[src/rtl/seg7_pkg.sv]
// rtl/seg7_pkg.sv - shared constants for the multiplexed hex seven-segment display
package seg7_pkg;

    localparam int NUM_DIGITS = 8;
    localparam int IDX_W      = $clog2(NUM_DIGITS);

    localparam logic [6:0] SEG_OFF = 7'h7F;
    localparam logic [7:0] AN_OFF  = 8'hFF;

    // Active-low {g,f,e,d,c,b,a}; entry n is the glyph for nibble n (listed F down to 0).
    localparam logic [15:0][6:0] SEG_TABLE = {
        7'h0E, 7'h06, 7'h21, 7'h46, 7'h03, 7'h08, 7'h10, 7'h00,
        7'h78, 7'h02, 7'h12, 7'h19, 7'h30, 7'h24, 7'h79, 7'h40
    };

endpackage

[src/rtl/hex7seg_decode.sv]
// rtl/hex7seg_decode.sv - combinational nibble to active-low segment decoder
module hex7seg_decode
    import seg7_pkg::*;
(
    input  logic [3:0] nibble,
    output logic [6:0] seg
);

    always_comb begin
        seg = SEG_TABLE[nibble];
    end

endmodule

[src/rtl/seg7_scan_hex.sv]
// rtl/seg7_scan_hex.sv - eight-digit hex scanner with per-frame snapshot and zero blanking
module seg7_scan_hex
    import seg7_pkg::*;
#(
    parameter int SCAN_DIV = 100000
) (
    input  logic        clk,
    input  logic        rst_n,
    input  logic [31:0] value,
    input  logic        blank_lz,
    input  logic        en,
    output logic [7:0]  an,
    output logic [6:0]  seg,
    output logic        dp,
    output logic        frame_done
);

    localparam int DIV_W = $clog2(SCAN_DIV);

    logic [DIV_W-1:0]      div_cnt;
    logic [IDX_W-1:0]      idx;
    logic [31:0]           snap;
    logic                  primed;
    logic                  load_q;
    logic                  tick;
    logic                  load;
    logic [NUM_DIGITS-1:0] blank_mask;
    logic [3:0]            cur_nibble;
    logic [6:0]            cur_seg;
    logic                  digit_dark;

    assign tick = (div_cnt == DIV_W'(SCAN_DIV - 1));
    // Snapshot only at the frame wrap so a frame never mixes two values.
    assign load = !primed || (tick && (idx == IDX_W'(NUM_DIGITS - 1)));

    always_ff @(posedge clk or negedge rst_n) begin
        if (!rst_n) begin
            div_cnt <= '0;
            idx     <= '0;
            snap    <= '0;
            primed  <= 1'b0;
            load_q  <= 1'b0;
        end else begin
            div_cnt <= tick ? '0 : div_cnt + 1'b1;
            if (tick) begin
                idx <= idx + 1'b1;
            end
            if (load) begin
                snap <= value;
            end
            primed <= 1'b1;
            load_q <= load;
        end
    end

    // A digit is a leading zero when it and every more significant nibble are zero.
    always_comb begin
        logic nz_above;
        blank_mask = '0;
        nz_above   = 1'b0;
        for (int i = NUM_DIGITS - 1; i >= 1; i--) begin
            nz_above      = nz_above | (|snap[4*i +: 4]);
            blank_mask[i] = blank_lz & ~nz_above;
        end
    end

    assign cur_nibble = snap[{idx, 2'b00} +: 4];
    assign digit_dark = blank_mask[idx] | ~en;

    hex7seg_decode u_decode (
        .nibble (cur_nibble),
        .seg    (cur_seg)
    );

    // frame_done trails the snapshot by one cycle so it lines up with digit 0 on the pins.
    always_ff @(posedge clk or negedge rst_n) begin
        if (!rst_n) begin
            an         <= AN_OFF;
            seg        <= SEG_OFF;
            frame_done <= 1'b0;
        end else begin
            an         <= digit_dark ? AN_OFF : ~(NUM_DIGITS'(1) << idx);
            seg        <= digit_dark ? SEG_OFF : cur_seg;
            frame_done <= load_q;
        end
    end

    assign dp = 1'b1;

endmodule

[config.mk]
export PLATFORM = sky130hd
export DESIGN_NAME = seg7_scan_hex
export DESIGN_NICKNAME = d
export VERILOG_FILES = /design/src/rtl/seg7_pkg.sv /design/src/rtl/hex7seg_decode.sv /design/src/rtl/seg7_scan_hex.sv
export SDC_FILE = /design/constraint.sdc
export NUM_CORES = 1
export LEC_CHECK = 0
export ABC_CLOCK_PERIOD_IN_PS = 3580
export CAP_MARGIN = 20
export CORE_MARGIN = 2
export CORE_UTILIZATION = 30
export CTS_CLUSTER_SIZE = 14
export DETAILED_ROUTE_END_ITERATION = 16
export PLACE_DENSITY = 0.56
export SLEW_MARGIN = 40
export SYNTH_ARGS = -nofsm -noshare
export SYNTH_HDL_FRONTEND = slang
export SYNTH_SLANG_ARGS = --single-unit
[constraint.sdc]
create_clock -name clk -period 3.58 [get_ports clk]
set_clock_uncertainty 0.2 [all_clocks]
set_input_delay 0.895 -clock clk [delete_from_list [all_inputs] [get_ports clk]]
set_output_delay 0.895 -clock clk [all_outputs]
set_load 0.005 [all_outputs]
# After elaboration in Yosys (flattened, before gate mapping)
# Memory sizes are Yosys's and may differ from the RTL's.
# Cells that the tools add are included.
# Widths: inputs -> output; s select.
totals:
  reg_bits: 70
  romBits: 112
  input_bits: 36
  output_inout_bits: 17
  elab_cells: 56
  memories: 1
memory_table:
  columns: ["memory", "depth", "width", "read_ports", "rd_clocked_by_memory_dff", "wr", "line", "rtl"]
  rows:
  - ["(name not given)", 16, 7, 1, 0, 0, "hex7seg_decode.sv:10", "seg = SEG_TABLE[nibble];"]
classes:
  addsub: 2
  order_cmp: 2
  n_eq_ne: 2
  shifts: 2
  n_mux: 6
  bitwise_logic: 23
  n_reduce_logical: 10
op_table:
  columns: ["operator", "count"]
  rows:
  - ["$shiftx 32x6->4", 1]
  - ["$reduce_or 4->1", 7]
  - ["$add 17x1->17 const B", 1]
  - ["$eq 17x17->1 const B", 1]
  - ["$mux 17", 1]
  - ["$mux 7", 2]
  - ["$mux 8", 1]
  - ["$not 1->1", 8]
  - ["$not 8->8", 1]
  - ["$shl 1x3->8 const A", 1]
  - ["$and 1x1->1", 7]
  - ["$or 1x1->1", 7]
  - ["$lt 4x5->1 const B", 1]
  - ["$lt 3x4->1 const B", 1]
  - ["$add 3x1->3 const B", 1]
  - ["$bmux 1 s3", 1]
  - ["$eq 3x3->1 const B", 1]
  - ["$logic_and 1x1->1", 1]
  - ["$logic_not 1->1", 1]
  - ["$logic_or 1x1->1", 1]
  - ["$mux 1", 1]

# Longest topological paths before layout
# Gate-level depths: netlist of run 1.
depth:
  depth_word: 13
  depth_mapped: 10
  ltp_nobuf: 9

# Hierarchy
# From an unflattened synthesis of run 1, not the netlist that was laid out.
hier_totals:
  cells_unflattened: 279
  area_unflattened_um2: 3502.1
by_module_without_submodules:
  columns: ["module", "instances", "cells_each", "area_per_inst_um2", "seq_area_each_um2"]
  rows:
  - ["seg7_scan_hex", 1, 247, 3226.8, 1770.4]
  - ["hex7seg_decode", 1, 32, 275.3, 0.0]

# Worst setup path before layout of run 1
# Ideal clock, no wire load.
synth_path:
  path_type: "flip-flop to flip-flop"
  from: "register idx[0]"
  to: "register seg[3]"
  setup_time_ns: 0.081
  arrival_time_ns: 2.084
  required_time_ns: 3.299
  path_slack_ns: 1.215
  path_stages_with_launch: 8
  path_buffers: 1
  period_less_slack_ns: 2.365
  cell_sequence: "dfrtp_1 -> buf_6 -> mux4_1 -> mux2_2 -> ha_1 -> mux2_1 -> mux2i_1 -> nand2_1"
synth_via:
  elab_chain_len: 4
  elab_cells_between_ends: 7
  classes_between: "shift (1); mux (4); bitwise (1); memory (1)"
synth_lines:
  columns: ["item", "line", "rtl"]
  rows:
  - ["from (decl)", "seg7_scan_hex.sv:21", "logic [IDX_W-1:0] idx;"]
  - ["from (signal assigned)", "seg7_scan_hex.sv:46", "idx <= idx + 1'b1;"]
  - ["$shiftx 32x6->4 or $bmux 1 s3 (tied branches)", "seg7_scan_hex.sv:67, seg7_scan_hex.sv:68", null]
  - ["$mem_v2 16x7 or $mux 1 (tied branches)", null, null]
  - ["$mux 7 (not written as such) or $or 1x1->1 (tied branches)", "hex7seg_decode.sv:10, seg7_scan_hex.sv:68", null]
  - ["$mux 7 *", "seg7_scan_hex.sv:83", "seg <= digit_dark ? SEG_OFF : cur_seg;"]
  - ["to (signal assigned)", "seg7_scan_hex.sv:83", null]
  - ["to (decl)", "seg7_scan_hex.sv:13", "output logic [6:0] seg,"]
# Every way passes the cells marked *; elsewhere a longest branch is shown, timed or not. The select of a mux whose other input is x is not followed.
# A chain may end at the register's enable or synchronous reset.

# Final worst setup path of run 1
# Same ends and word-level chain as after synthesis.

==> run_results.csv, run 1 <==
group,metric,value,unit
sta,hold_violations,0,
floorplan,coreArea,11300,um2
global_routing,antenna_found_initial,0,
worst_hold_path,hold_path_class,"reg2reg",
synth,synth_ff_type,"dfrtp_1",
synth,synth-edff-count,0,
placed_design,hpwl,4970,um
drt,dr_wl_met2,3030,um
floorplan,dieArea,12400,um2
status,run_status,"completed",
global_routing,grt_pass1_vias,2188,
clock_tree,insertion_delay,0.33,ns
clock_tree,cts_tree,"yes",
synth,seq_area_frac_synth,51.2,%
placed_design,placed_area,4110,um2
sta,fin_crit,2.72,ns
sta,slew_viol_final,0,
drt,wl_met3,257,um
global_routing,grt_first_pass_wirelength,11400,um
synth,yosys.area.top_type,"dfrtp_1",
setup_path,cp_top_family,"multiplexers",
sta,post-route-period-util,75.9,%
global_routing,grt_overflow_total,0,
drt,wl_met1,3340,um
sta,rsz0062_at_grt,"false",
sta,fmaxAchievable,0.368,GHz
drt,top_layer_used,"met4",
clock_tree,clkSlewWorstSetupHoldPaths,0.06,ns
clock_tree,cts-root-buf,"clkbuf_16",
setup_path,slowest_stage,"dfrtp_1",
setup_path,cp.required,3.64,ns
clock_tree,postCtsResizedCells,0,
sta,finalSetupViolations,0,
clock_tree,post_cts_buffers,0,
drt,drtAntennaViolNets,0,
cells_and_area,syn2layout_area_growth,29.4,%
setup_path,critPathBufInv,1,
drt,drc,0,
synth,synthCells,256,
setup_path,r2r_setup_slack,0.86,ns
clock_tree,cts_buffers,9,
clock_tree,clockBufferDepth,2,
clock_tree,cts-hold-fix-buffers,0,
drt,via_count,2158,
drt,firstDrtPassIters,4,
floorplan,die_height,111,um
drt,drtIter0Drc,62,
drt,wire_per_inst,14.7,um
setup_path,reg2reg_depth,8,
synth,synth_cell_type_count,42,
placed_design,routabilityCongestion,0.735,
cells_and_area,fill_cells,1104,
placed_design,numPortBuffers,51,
global_routing,grt_start_max_net_pins,40,
power_and_ir_drop,total_power,2.20,mW
clock_tree,clock-sinks,70,
sta,tightest_slew,0.527,ns
global_routing,globalRouteTotalUtil,11.6,%
synth,netlist_top_cells_area,"dfrtp_1, mux2_4, dfstp_2",
synth,synthArstFlopShare,100,%
cells_and_area,fin_area,4480,um2
setup_path,reg2reg_to,"seg[3]$_DFF_PN1_",
sta,slew_headroom,64.9,%
floorplan,start_util,30.6,%
synth,ys_seq_elements,70,
worst_hold_path,hp-start,"load_q$_DFF_PN0_",
floorplan,pin_count,53,
synth,syn_area,3460,um2
floorplan,rows,39,
cells_and_area,fin_nets,361,
drt,wl,6770,um
setup_path,path_class,"reg2reg",
synth,syn_avg_cell_area,13.5,um2
floorplan,dieWidth,111,um
power_and_ir_drop,leakagePower,1.90,nW
setup_path,cp-end-kind,"flop",
setup_path,path_max_fanout,13,
setup_path,r2r-start,"idx[0]$_DFFE_PN0N_",
worst_hold_path,min_to,"frame_done$_DFF_PN0_",
clock_tree,htree_levels,3,
synth,ys_warn_count,0,
setup_path,crit_arrival,2.77,ns
worst_hold_path,holdPathStages,0,
cells_and_area,antenna_cells,0,
setup_path,crit_top_cell,"nand2_1",
sta,finalSetupTns,0,ns
cells_and_area,drive_gt1_share,23.0,%
power_and_ir_drop,peakVddDrop,184,uV
setup_path,crit_path_start_kind,"flop",
setup_path,cp_cell_sequence,"mux4_1, nand2_1, and2_1, inv_1, ha_1, mux2_1, mux2i_1, nand2_1",
job,cap_violations,0,
synth,synth_top_area_share,39.8,%
setup_path,cp_slowest_stage_delay,0.67,ns
drt,detail_route.vias_per_cell,4.69,
power_and_ir_drop,pwr_density_cell,491,nW/um2
sta,holdWs,0.148,ns
## worst register-to-register path: cells and delay by family, from the launching register on
kind	cells	cell delay [ns]
adders and majority gates	1	0.23
buffers and inverters	1	0.13
DFF	1	0.67
muxes	3	1.06
and+or+nand+nor	3	0.35
## metal layers
metal  GRT usage, %  vias up
met3           2.67       12
met2           17.5       51
met5              0        -
li1               -     1033
met4           5.10        0
met1           16.1     1062
## metrics by stage
step	setup slack (ns)	utilization (%)	std cells
after floorplan	1.21	-	257
after global placement	0.926	36.3	444
after detailed placement	0.867	36.3	444
after CTS	0.840	39.5	460
after global routing	0.658	39.5	460
final	0.864	39.5	460
## how the worst max path moves through the flow
stage,endpoint,slack (ns),start,cells after the start
2_1_floorplan,seg[3]$_DFF_PN1_,1.21,idx[0]$_DFFE_PN0N_,7
3_3_place_gp,seg[3]$_DFF_PN1_,0.93,idx[0]$_DFFE_PN0N_,8
3_5_place_dp,seg[3]$_DFF_PN1_,0.87,idx[0]$_DFFE_PN0N_,8
4_1_cts,seg[3]$_DFF_PN1_,0.84,idx[0]$_DFFE_PN0N_,8
5_1_grt,seg[3]$_DFF_PN1_,0.66,idx[0]$_DFFE_PN0N_,8
6_report,seg[3]$_DFF_PN1_,0.86,idx[0]$_DFFE_PN0N_,8
## registers in the layout, indices dropped and copies added (netlist names)
| signal | flops |
|---|---|
| an | 8 |
| seg | 7 |
| primed | 1 |
| idx | 3 |
| snap | 32 |
| load_q | 1 |
| frame_done | 1 |
| div_cnt | 17 |
## area by class of cell
cell class,count,area (um2),area share (%)
Clock buffer,10,229,5.11
Timing Repair Buffer,55,563,12.6
Multi-Input combinational cell,168,1570,35.1
Tap cell,143,179,4.00
Sequential cell,70,1770,39.5
Inverter,8,30.0,0.671
Clock inverter,6,134,2.99
## Yosys cell counts (2+ instances only)
cell,instances
or2_1,2
o221ai_1,3
nor2_1,14
clkbuf_1,2
dfstp_2,15
inv_1,8
dfrtp_1,55
mux2_4,29
nor4_1,9
xor2_1,7
o22ai_1,2
buf_2,2
o211ai_1,3
nand3_1,14
mux2i_1,4
nand2_1,15
ha_1,13
buf_6,6
o21ai_1,2
nand2b_1,3
nor3_1,2
o21ai_0,2
a21oi_1,4
mux2_2,4
nand4_1,4
xnor2_1,9
mux2i_4,2
mux4_1,7
## power breakdown
part           internal [mW]  leakage (nW)  switching (mW)
registers              0.848         0.832          0.0378
clock network          0.751         0.177           0.327
logic                  0.146         0.890          0.0891
## cell usage in the layout (no fill, tap or decap), drive strengths merged, types with 2 or more instances in the layout
master         synthesis  routed
clkbuf                 2      10
nand2b                 3       3
bufinv                 0       4
clkdlybuf4s50          0      50
mux2                  34      34
nand3                 14      14
mux4                   8       8
dfrtp                 55      55
inv                    8       8
nand4                  4       4
nor3                   2       2
o21ai                  4       4
xor2                   7       7
or2                    3       3
o221ai                 3       3
ha                    13      13
dfstp                 15      15
buf                    9       5
nor2                  14      14
o211ai                 3       3
nand2                 15      15
nor4                   9       9
mux2i                  6       6
a21oi                  4       4
clkinv                 0       2
o22ai                  2       2
xnor2                  9       9
conb                   1       2
## kinds of logic (layout without fill, tap and decap cells)
| family | count (synthesis) | in the layout | share of synthesized area [%] |
|---|---|---|---|
| buf+inv | 19 | 79 | 3.54 |
| other cells | 1 | 2 | 0.108 |
| mux | 48 | 48 | 22.6 |
| simple gates | 70 | 70 | 10.2 |
| flops | 70 | 70 | 51.2 |
| compound gates | 19 | 19 | 3.65 |
| xor+xnor | 16 | 16 | 4.05 |
| fa+ha+maj | 13 | 13 | 4.70 |
Power figures use the tool's default switching activity.
==> run 2, diff against run 1 <==
ABC_CLOCK_PERIOD_IN_PS = 2630   (was 3580)
clock period = 2.63 ns   (was 3.58 ns; I/O delays follow)
==> run 2 against run 1 <==
Setup slack lost 0.67 ns; via count up 0.74%; wire length grew 2.0%; sequential power increased by 37%; total power grew 25%; sequential share of layout area increased by 0.11 points; combinational power up 39%; flip-flop and latch count did not move; non-clock buffer count is 7 higher; cell count up 1.5%; final area decreased by 0.28%; first-iteration DRC count up 47%.
==> run_results.csv, run 2 (synthesis gave the netlist of run 1 again) <==
group,metric,value,unit
global_routing,antenna_found_initial,0,
drt,drc,0,
sta,finalSetupViolations,0,
clock_tree,cts_buffers,9,
floorplan,rows,39,
drt,via_count,2174,
floorplan,start_util,30.6,%
sta,finalSetupTns,0,ns
setup_path,crit_arrival,2.50,ns
power_and_ir_drop,total_power,2.74,mW
clock_tree,insertion_delay,0.33,ns
global_routing,grt_first_pass_wirelength,11600,um
global_routing,grt_overflow_total,0,
status,run_status,"completed",
cells_and_area,post-route-util,39.4,%
floorplan,die_height,111,um
cells_and_area,largest_register,"snap",
drt,firstDrtPassIters,4,
power_and_ir_drop,pwr_density_cell,614,nW/um2
drt,wl,6910,um
setup_path,cp_slowest_stage_delay,0.60,ns
cells_and_area,stdcell_count,467,
cells_and_area,largest_reg_flops,32,
placed_design,dpl.cell_count,451,
setup_path,cp.required,2.69,ns
drt,drtIter0Drc,91,
sta,holdWs,0.145,ns
clock_tree,cts_tree,"yes",
drt,drtAntennaViolNets,0,
cells_and_area,top_regs,"snap: 32 flops, div_cnt: 17 flops, an: 8 flops",
clock_tree,htree_levels,3,
power_and_ir_drop,peakVddDrop,336,uV
drt,detail_route.vias_per_cell,4.66,
setup_path,path_max_fanout,8,
sta,rsz0062_at_grt,"false",
global_routing,grt_pass1_vias,2249,
floorplan,coreArea,11300,um2
setup_path,critPathBufInv,1,
floorplan,dieWidth,111,um
setup_path,cp_cell_sequence,"mux4_1, nand2_1, and2_1, inv_1, ha_1, mux2_1, mux2i_1, nand2_1",
setup_path,cp_top_family,"multiplexers",
cells_and_area,fin_nets,368,
setup_path,slowest_stage,"mux4_1",
setup_path,crit_top_cell,"nand2_1",
placed_design,routabilityCongestion,0.788,
cells_and_area,layout_common_cells,"dfrtp_1, clkdlybuf4s50_1, mux2_4",
cells_and_area,fin_area,4460,um2
clock_tree,cts-hold-fix-buffers,0,
sta,hold_violations,0,
floorplan,pin_count,53,
floorplan,dieArea,12400,um2
clock_tree,clockBufferDepth,2,
global_routing,grt_start_max_net_pins,71,
worst_hold_path,hold_path_class,"in2async",
setup_path,path_class,"reg2reg",
clock_tree,clock-sinks,70,
sta,fmaxAchievable,0.410,GHz
cells_and_area,layout_commonest_cell,"dfrtp_1",
placed_design,pre_cts_ws,0.187,ns
setup_path,cp-end-kind,"flop",
sta,fin_ws,0.191,ns
sta,slew_viol_final,0,
placed_design,hpwl,5020,um
placed_design,numPortBuffers,51,
clock_tree,post_cts_buffers,0,
clock_tree,cts-root-buf,"clkbuf_16",
setup_path,crit_path_start_kind,"flop",
clock_tree,postCtsResizedCells,0,
sta,post-route-period-util,92.7,%
placed_design,placed_area,4160,um2
sta,fin_crit,2.44,ns
global_routing,globalRouteTotalUtil,12.0,%
job,cap_violations,0,
cells_and_area,drive_gt1_share,25.0,%
cells_and_area,antenna_cells,0,
clock_tree,clkSlewWorstSetupHoldPaths,0.06,ns
cells_and_area,syn2layout_area_growth,29.0,%
drt,wire_per_inst,14.8,um
power_and_ir_drop,leakagePower,1.90,nW
run 2: changes by cell type in the layout (fill, tap and decap cells not counted):
| cell | previous run | this run |
|---|---|---|
| clkbuf_1 | 1 | 0 |
| clkinv_2 | 1 | 3 |
| buf_2 | 0 | 1 |
| clkbuf_8 | 0 | 1 |
| clkinvlp_4 | 0 | 1 |
| bufinv_16 | 4 | 1 |
| buf_4 | 3 | 9 |
run 2: power by group:
part	switching [mW]	internal (mW)	total [mW]	leakage [nW]
combinational	0.122	0.204	0.326	0.924
sequential	0.0519	1.15	1.21	0.832
clock	0.454	0.756	1.21	0.148
total	0.627	2.11	2.74	1.90
run 2: worst paths after layout:
path,start,depth (start not counted),end,slack (ns)
max in group asynchronous,rst_n,2,an[2]$_DFF_PN1_,1.76
min in group clk,load_q$_DFF_PN0_,0,frame_done$_DFF_PN0_,0.15
setup reg to reg,idx[0]$_DFFE_PN0N_,8,seg[3]$_DFF_PN1_,0.19
setup / recovery,idx[0]$_DFFE_PN0N_,8,seg[3]$_DFF_PN1_,0.19
hold reg to reg,load_q$_DFF_PN0_,0,frame_done$_DFF_PN0_,0.15
hold / removal,rst_n,2,div_cnt[7]$_DFF_PN0_,0.14
run 2: worst register-to-register path: stages (launching register included):
cell     delay, ns
dfrtp_1       0.53
mux4_1        0.61
nand2_1       0.08
and2_1        0.15
inv_1         0.10
ha_1          0.23
mux2_1        0.28
mux2i_1       0.13
nand2_1       0.07
run 2: cell type report:
cell class              instances  area [um2]
repair buffers                 62         613
multi-input cells             168        1570
inverters                       8        30.0
clock inverters                 6        61.3
clock buffers                  10         239
fillers                      1118        6860
flip-flops and latches         70        1770
well taps                     143         179
run 2: layer usage:
metal	vias up	global-route usage, %	wire, um
met4	0	4.44	119
met3	11	3.32	267
li1	1041	-	-
met2	43	18.1	3140
met5	-	0	0
met1	1079	16.4	3380
